--- src/rtl/id_stage.sv ---
// id_stage: instruction-decode stage of the 5-stage RV32I pipeline.
//
// Decodes the IF/ID instruction, drives the register-file read addresses,
// resolves both source operands (EX/MEM and WB forwarding plus the
// same-cycle WB write bypass), detects hazards that need a stall, builds the
// sign-extended immediate and registers the result into ID/EX.
//
// Ports:
//   clk, reset                 clock, synchronous active-high reset
//   if_valid/if_pc/if_instr    IF/ID slot contents
//   flush                      redirect from EX; kills the instruction in ID
//   rf_rs*_addr / rf_rs*_data  register-file read port (data combinational)
//   exmem_*                    destination info of the instruction in EX/MEM
//   wb_*                       register-file write port (also the bypass source)
//   stall                      hold PC and IF/ID this cycle
//   idex_*                     ID/EX pipeline register outputs
//
// Parameter FWD_EN: 1 forwards from EX/MEM and WB; 0 stalls on any RAW hazard
// against an in-flight writer (the WB bypass is still applied).
module id_stage #(
    parameter bit FWD_EN = 1'b1
) (
    input  logic        clk,
    input  logic        reset,
    input  logic        if_valid,
    input  logic [31:0] if_pc,
    input  logic [31:0] if_instr,
    input  logic        flush,
    output logic [4:0]  rf_rs1_addr,
    output logic [4:0]  rf_rs2_addr,
    input  logic [31:0] rf_rs1_data,
    input  logic [31:0] rf_rs2_data,
    input  logic        exmem_wen,
    input  logic        exmem_is_load,
    input  logic [4:0]  exmem_rd,
    input  logic [31:0] exmem_value,
    input  logic        wb_wen,
    input  logic [4:0]  wb_rd,
    input  logic [31:0] wb_value,
    output logic        stall,
    output logic        idex_valid,
    output logic [31:0] idex_pc,
    output logic [31:0] idex_rs1_val,
    output logic [31:0] idex_rs2_val,
    output logic [31:0] idex_imm,
    output logic [4:0]  idex_rd,
    output logic [6:0]  idex_opcode,
    output logic [2:0]  idex_funct3,
    output logic        idex_funct7b5,
    output logic        idex_is_load,
    output logic        idex_wen
);

    localparam logic [6:0] OP_LUI    = 7'b0110111;
    localparam logic [6:0] OP_AUIPC  = 7'b0010111;
    localparam logic [6:0] OP_JAL    = 7'b1101111;
    localparam logic [6:0] OP_JALR   = 7'b1100111;
    localparam logic [6:0] OP_BRANCH = 7'b1100011;
    localparam logic [6:0] OP_LOAD   = 7'b0000011;
    localparam logic [6:0] OP_STORE  = 7'b0100011;
    localparam logic [6:0] OP_IMM    = 7'b0010011;
    localparam logic [6:0] OP_REG    = 7'b0110011;

    logic [6:0]  opcode;
    logic [4:0]  rs1, rs2, rd;
    logic        rs1_used, rs2_used;
    logic        rs1_hz, rs2_hz;
    logic        dec_wen, dec_is_load;
    logic [31:0] rs1_val, rs2_val, imm;

    assign opcode      = if_instr[6:0];
    assign rs1         = if_instr[19:15];
    assign rs2         = if_instr[24:20];
    assign rd          = if_instr[11:7];
    assign rf_rs1_addr = rs1;
    assign rf_rs2_addr = rs2;

    assign rs1_used    = !(opcode == OP_LUI || opcode == OP_AUIPC || opcode == OP_JAL);
    assign rs2_used    = (opcode == OP_REG || opcode == OP_STORE || opcode == OP_BRANCH);
    assign dec_is_load = (opcode == OP_LOAD);
    assign dec_wen     = (rd != 5'd0) && (opcode != OP_STORE) && (opcode != OP_BRANCH);

    // Operand resolution. Loads in EX/MEM are never forwarded: their value is
    // not ready yet and the hazard logic stalls instead.
    always_comb begin
        rs1_val = rf_rs1_data;
        if (rs1 == 5'd0)
            rs1_val = '0;
        else if (FWD_EN && exmem_wen && !exmem_is_load && exmem_rd == rs1)
            rs1_val = exmem_value;
        else if (wb_wen && wb_rd == rs1)
            rs1_val = wb_value;
    end

    always_comb begin
        rs2_val = rf_rs2_data;
        if (rs2 == 5'd0)
            rs2_val = '0;
        else if (FWD_EN && exmem_wen && !exmem_is_load && exmem_rd == rs2)
            rs2_val = exmem_value;
        else if (wb_wen && wb_rd == rs2)
            rs2_val = wb_value;
    end

    // With forwarding only loads cause hazards (the load in ID/EX and then in
    // EX/MEM, giving two bubbles); without it every in-flight writer does.
    always_comb begin
        rs1_hz = 1'b0;
        rs2_hz = 1'b0;
        if (FWD_EN) begin
            rs1_hz = (idex_valid && idex_is_load && idex_rd == rs1) ||
                     (exmem_wen && exmem_is_load && exmem_rd == rs1);
            rs2_hz = (idex_valid && idex_is_load && idex_rd == rs2) ||
                     (exmem_wen && exmem_is_load && exmem_rd == rs2);
        end else begin
            rs1_hz = (idex_valid && idex_wen && idex_rd == rs1) ||
                     (exmem_wen && exmem_rd == rs1);
            rs2_hz = (idex_valid && idex_wen && idex_rd == rs2) ||
                     (exmem_wen && exmem_rd == rs2);
        end
    end

    assign stall = !reset && !flush && if_valid &&
                   ((rs1_used && rs1 != 5'd0 && rs1_hz) ||
                    (rs2_used && rs2 != 5'd0 && rs2_hz));

    always_comb begin
        imm = '0;
        case (opcode)
            OP_LOAD, OP_IMM, OP_JALR:
                imm = {{20{if_instr[31]}}, if_instr[31:20]};
            OP_STORE:
                imm = {{20{if_instr[31]}}, if_instr[31:25], if_instr[11:7]};
            OP_BRANCH:
                imm = {{19{if_instr[31]}}, if_instr[31], if_instr[7],
                       if_instr[30:25], if_instr[11:8], 1'b0};
            OP_LUI, OP_AUIPC:
                imm = {if_instr[31:12], 12'b0};
            OP_JAL:
                imm = {{11{if_instr[31]}}, if_instr[31], if_instr[19:12],
                       if_instr[20], if_instr[30:21], 1'b0};
            default:
                imm = '0;
        endcase
    end

    // Flush and stall both leave a bubble; payload fields simply hold.
    always_ff @(posedge clk) begin
        if (reset) begin
            idex_valid    <= 1'b0;
            idex_pc       <= '0;
            idex_rs1_val  <= '0;
            idex_rs2_val  <= '0;
            idex_imm      <= '0;
            idex_rd       <= '0;
            idex_opcode   <= '0;
            idex_funct3   <= '0;
            idex_funct7b5 <= 1'b0;
            idex_is_load  <= 1'b0;
            idex_wen      <= 1'b0;
        end else if (flush || stall) begin
            idex_valid    <= 1'b0;
            idex_is_load  <= 1'b0;
            idex_wen      <= 1'b0;
        end else begin
            idex_valid    <= if_valid;
            idex_pc       <= if_pc;
            idex_rs1_val  <= rs1_val;
            idex_rs2_val  <= rs2_val;
            idex_imm      <= imm;
            idex_rd       <= rd;
            idex_opcode   <= opcode;
            idex_funct3   <= if_instr[14:12];
            idex_funct7b5 <= if_instr[30];
            idex_is_load  <= if_valid && dec_is_load;
            idex_wen      <= if_valid && dec_wen;
        end
    end

endmodule

--- config.mk ---
export PLATFORM = sky130hd
export DESIGN_NAME = id_stage
export DESIGN_NICKNAME = d
export VERILOG_FILES = /design/src/rtl/id_stage.sv
export SDC_FILE = /design/constraint.sdc
export NUM_CORES = 1
export LEC_CHECK = 0
export CAP_MARGIN = 10
export CORE_ASPECT_RATIO = 0.6
export CORE_MARGIN = 1
export CORE_UTILIZATION = 30
export DETAILED_ROUTE_END_ITERATION = 8
export PLACE_DENSITY = 0.65
export SLEW_MARGIN = 30
export SYNTH_ARGS = -nofsm -noshare
export SYNTH_HDL_FRONTEND = slang
export SYNTH_SLANG_ARGS = --single-unit
--- constraint.sdc ---
create_clock -name clk -period 2.7 [get_ports clk]
set_input_delay 0.54 -clock clk [delete_from_list [all_inputs] [get_ports clk]]
set_output_delay 0.54 -clock clk [all_outputs]
set_load 0.02 [all_outputs]
==> flow_summary.ini <==
[outcome]
status = finished, violations left
violations = DRC

[synthesis]
yosys.area.top_type_share = 0.3437
ys_async_sr_fraction = 0
synth-seq-area-share = 0.3437
yosys_most_used_dff = dfxtp_1
syn_avg_cell_area_um2 = 9.052
synth_nets = 1155
synth_top_cell_by_area = dfxtp_1
ys_top_cells_by_area = dfxtp_1 (34%), mux2i_1 (12%), mux2_4 (5.6%)
synth_cell_types = 51
netlist_instances = 946
ys_warn_count = 0
syn_area_um2 = 8563
ys_ff_latch = 147
synth_edf_count = 0

[power]
leakagePower_uw = 0.005519
ir_worst_vdd_mv = 0.3560
internal_power_uw = 4504
switchingPower_uw = 1737
pwr-share-clk = 0.389
power_frac_comb = 0.234
power_uw = 6241
p_per_area_nw_per_um2 = 445.9
sw_frac_of_total = 0.2783
seq_power_share = 0.378

[timing]
slew_viol_final = 0
slew_headroom = 0.4201
setup_tns_ns = 0
finalSetupViolCount = 0
period_share = 0.9765
worst_slew_pin_slew_ns = 0.8699
hold_viol = 0
finClkSkew_ns = 0.007745
timing.fmax_mhz = 379.3
hold_slack_ns = 0.4435
period_minus_slack_ns = 2.637
rsz0062_at_grt = no

[placement]
gp_congestion = 0.9010
dp.cells = 1664
hpwl_mm = 25.51
port_buffers = 366
placed_area_um2 = 13090

[final_layout]
instances_no_fill = 1722
layout_commonest_cell = clkdlybuf4s50_1
most-common-layout-cells = clkdlybuf4s50_1 (347), dfxtp_1 (147), buf_4 (105)
nets = 1551
fin_area_um2 = 13990
drive_above_1_share = 0.1721
syn_to_final_growth_pct = 63.43

[floorplan]
die_w_um = 220.1
die-area_um2 = 29250
coreArea_um2 = 27820
die_h_um = 132.9
io_pins = 367
row_count = 47
initial_core_util = 0.3079

[clock_tree]
numCtsBuffers = 17
cts.sink_count = 147
clk_pin_slew_ns = 0.07
cts-root-buf = clkbuf_16
cts_tree = built
clk_path_buf_depth = 2
h-tree-depth = 4
worstSkewPairLatency_ns = 0.44

[drt]
wl_per_cell_um = 20.55
drtAntennaViolNets = 0
drt_iter0_markers = 593
routed-via-count = 8995
dr.pass1.iters = 8
drcViolationCount = 23
wl_mm = 35.39
via_per_inst = 5.224

[critical_path]
path_depth = 8
crit_family = buffers and inverters
worstReg2RegEnd = idex_is_load
critPathBufInv = 2
reg2reg_from = idex_rd[4]
cp-end-kind = primary output
path_cells = clkdlybuf4s50_1, xor2_1, nor2_1, and4_1, o21ai_2, nand2_2, and3_4, buf_6
worst_setup_path_start_kind = input port
worstRegToRegCells = 13
slowest_stage = clkdlybuf4s50_1
critPathArrivalTime_ns = 2.10
critPathLaunch = exmem_rd[4]
path_max_fanout = 2
cp-endpoint = stall
crit_type = input port to primary output
reg2reg_slack_ns = 0.37
crit_required_ns = 2.16
cpPeakStageDelay_ns = 0.54

[flow_run]
max_cap_viol_count = 0

[global_routing]
grt_max_degree = 72
grt_pass1_wl_mm = 52.23
first_global_vias = 8860
grt_usage = 0.2356
overflow = 0
antenna_found_initial = 5

[hold_path]
hp-class = input port to register
[tightest hold or removal path, delay by kind of cell]
kind,cells,cell delay (ns)
buf+inv,1,0.16
compound gates,1,0.06
simple gates,1,0.08
[what timing repair did]
action / 4_1_cts / 5_1_grt
pin swaps: 8 / 10
hold buffers: 0 / 0
gates resized for setup: 32 / 18
setup endpoints to repair: 9 / 20
buffers inserted: 22 / 4
[cell families after synthesis]
group	after synthesis	synth area share
flops	147	0.3437
compound gates	274	0.2152
mux	136	0.1780
buf+inv	127	0.07452
simple gates	232	0.1580
xor+xnor	30	0.03068
[flip-flops by register name, indices dropped and copies added, names as in the netlist]
signal         count
idex_valid         1
idex_funct7b5      1
idex_pc           32
idex_funct3        3
idex_rd            5
idex_imm          32
idex_rs2_val      32
idex_is_load       1
idex_wen           1
idex_opcode        7
idex_rs1_val      32
[per-stage QoR]
stage	util	setup slack [ns]
after CTS	0.4996	0.0007145
after global routing	0.5031	0.001331
after detailed placement	0.4706	-0.7155
after global placement	0.4706	-0.6611
final	0.5031	0.06341
after floorplan	-	0.3191
[cell usage after synthesis (all sizes together), types with 32 or more instances]
| cell type | instances |
|---|---|
| a21oi | 93 |
| mux2i | 102 |
| nand2b | 40 |
| nor2b | 33 |
| o31ai | 59 |
| o21ai | 38 |
| buf | 60 |
| a211o | 32 |
| clkbuf | 57 |
| dfxtp | 147 |
| nand4 | 61 |
| nor2 | 41 |
| mux2 | 34 |
[worst min path at each step]
stage / from / to / slack (ns) / depth (start not counted)
floorplan: idex_imm[22] / idex_imm[22] / 0.54 / 2
global placement: idex_pc[2] / idex_pc[2] / 0.45 / 2
detailed placement: idex_imm[29] / idex_imm[29] / 0.46 / 2
CTS: idex_imm[29] / idex_imm[29] / 0.47 / 2
global route: if_instr[3] / idex_opcode[3] / 0.44 / 3
finish: if_instr[3] / idex_opcode[3] / 0.44 / 3
[power groups by stage]
stage          sequential, uW  clock (uW)  combinational (uW)
2_1_floorplan            2540           0                 488
3_3_place_gp             2400           0                1420
3_5_place_dp             2400           0                1430
4_1_cts                  2360        2500                1450
5_1_grt                  2370        2590                1550
6_report                 2360        2430                1460
[layout make-up]
cell class / instances / area [um2]
Tap cell: 367 / 459.2
Clock buffer: 21 / 460.4
Inverter: 10 / 37.54
Clock inverter: 10 / 126.4
Fill cell: 2621 / 13820
Antenna cell: 1 / 2.502
Timing Repair Buffer: 494 / 4868
Multi-Input combinational cell: 672 / 5097
Sequential cell: 147 / 2943
[per-layer routing]
layer	GRT usage	vias to the layer above	wire [um]
li1	-	4287	-
met1	0.3099	4323	15720
met2	0.3690	347	16000
met3	0.07908	34	3180
met4	0.05632	4	463
met5	0	-	30
No activity file was read; power rests on OpenSTA's default activity.
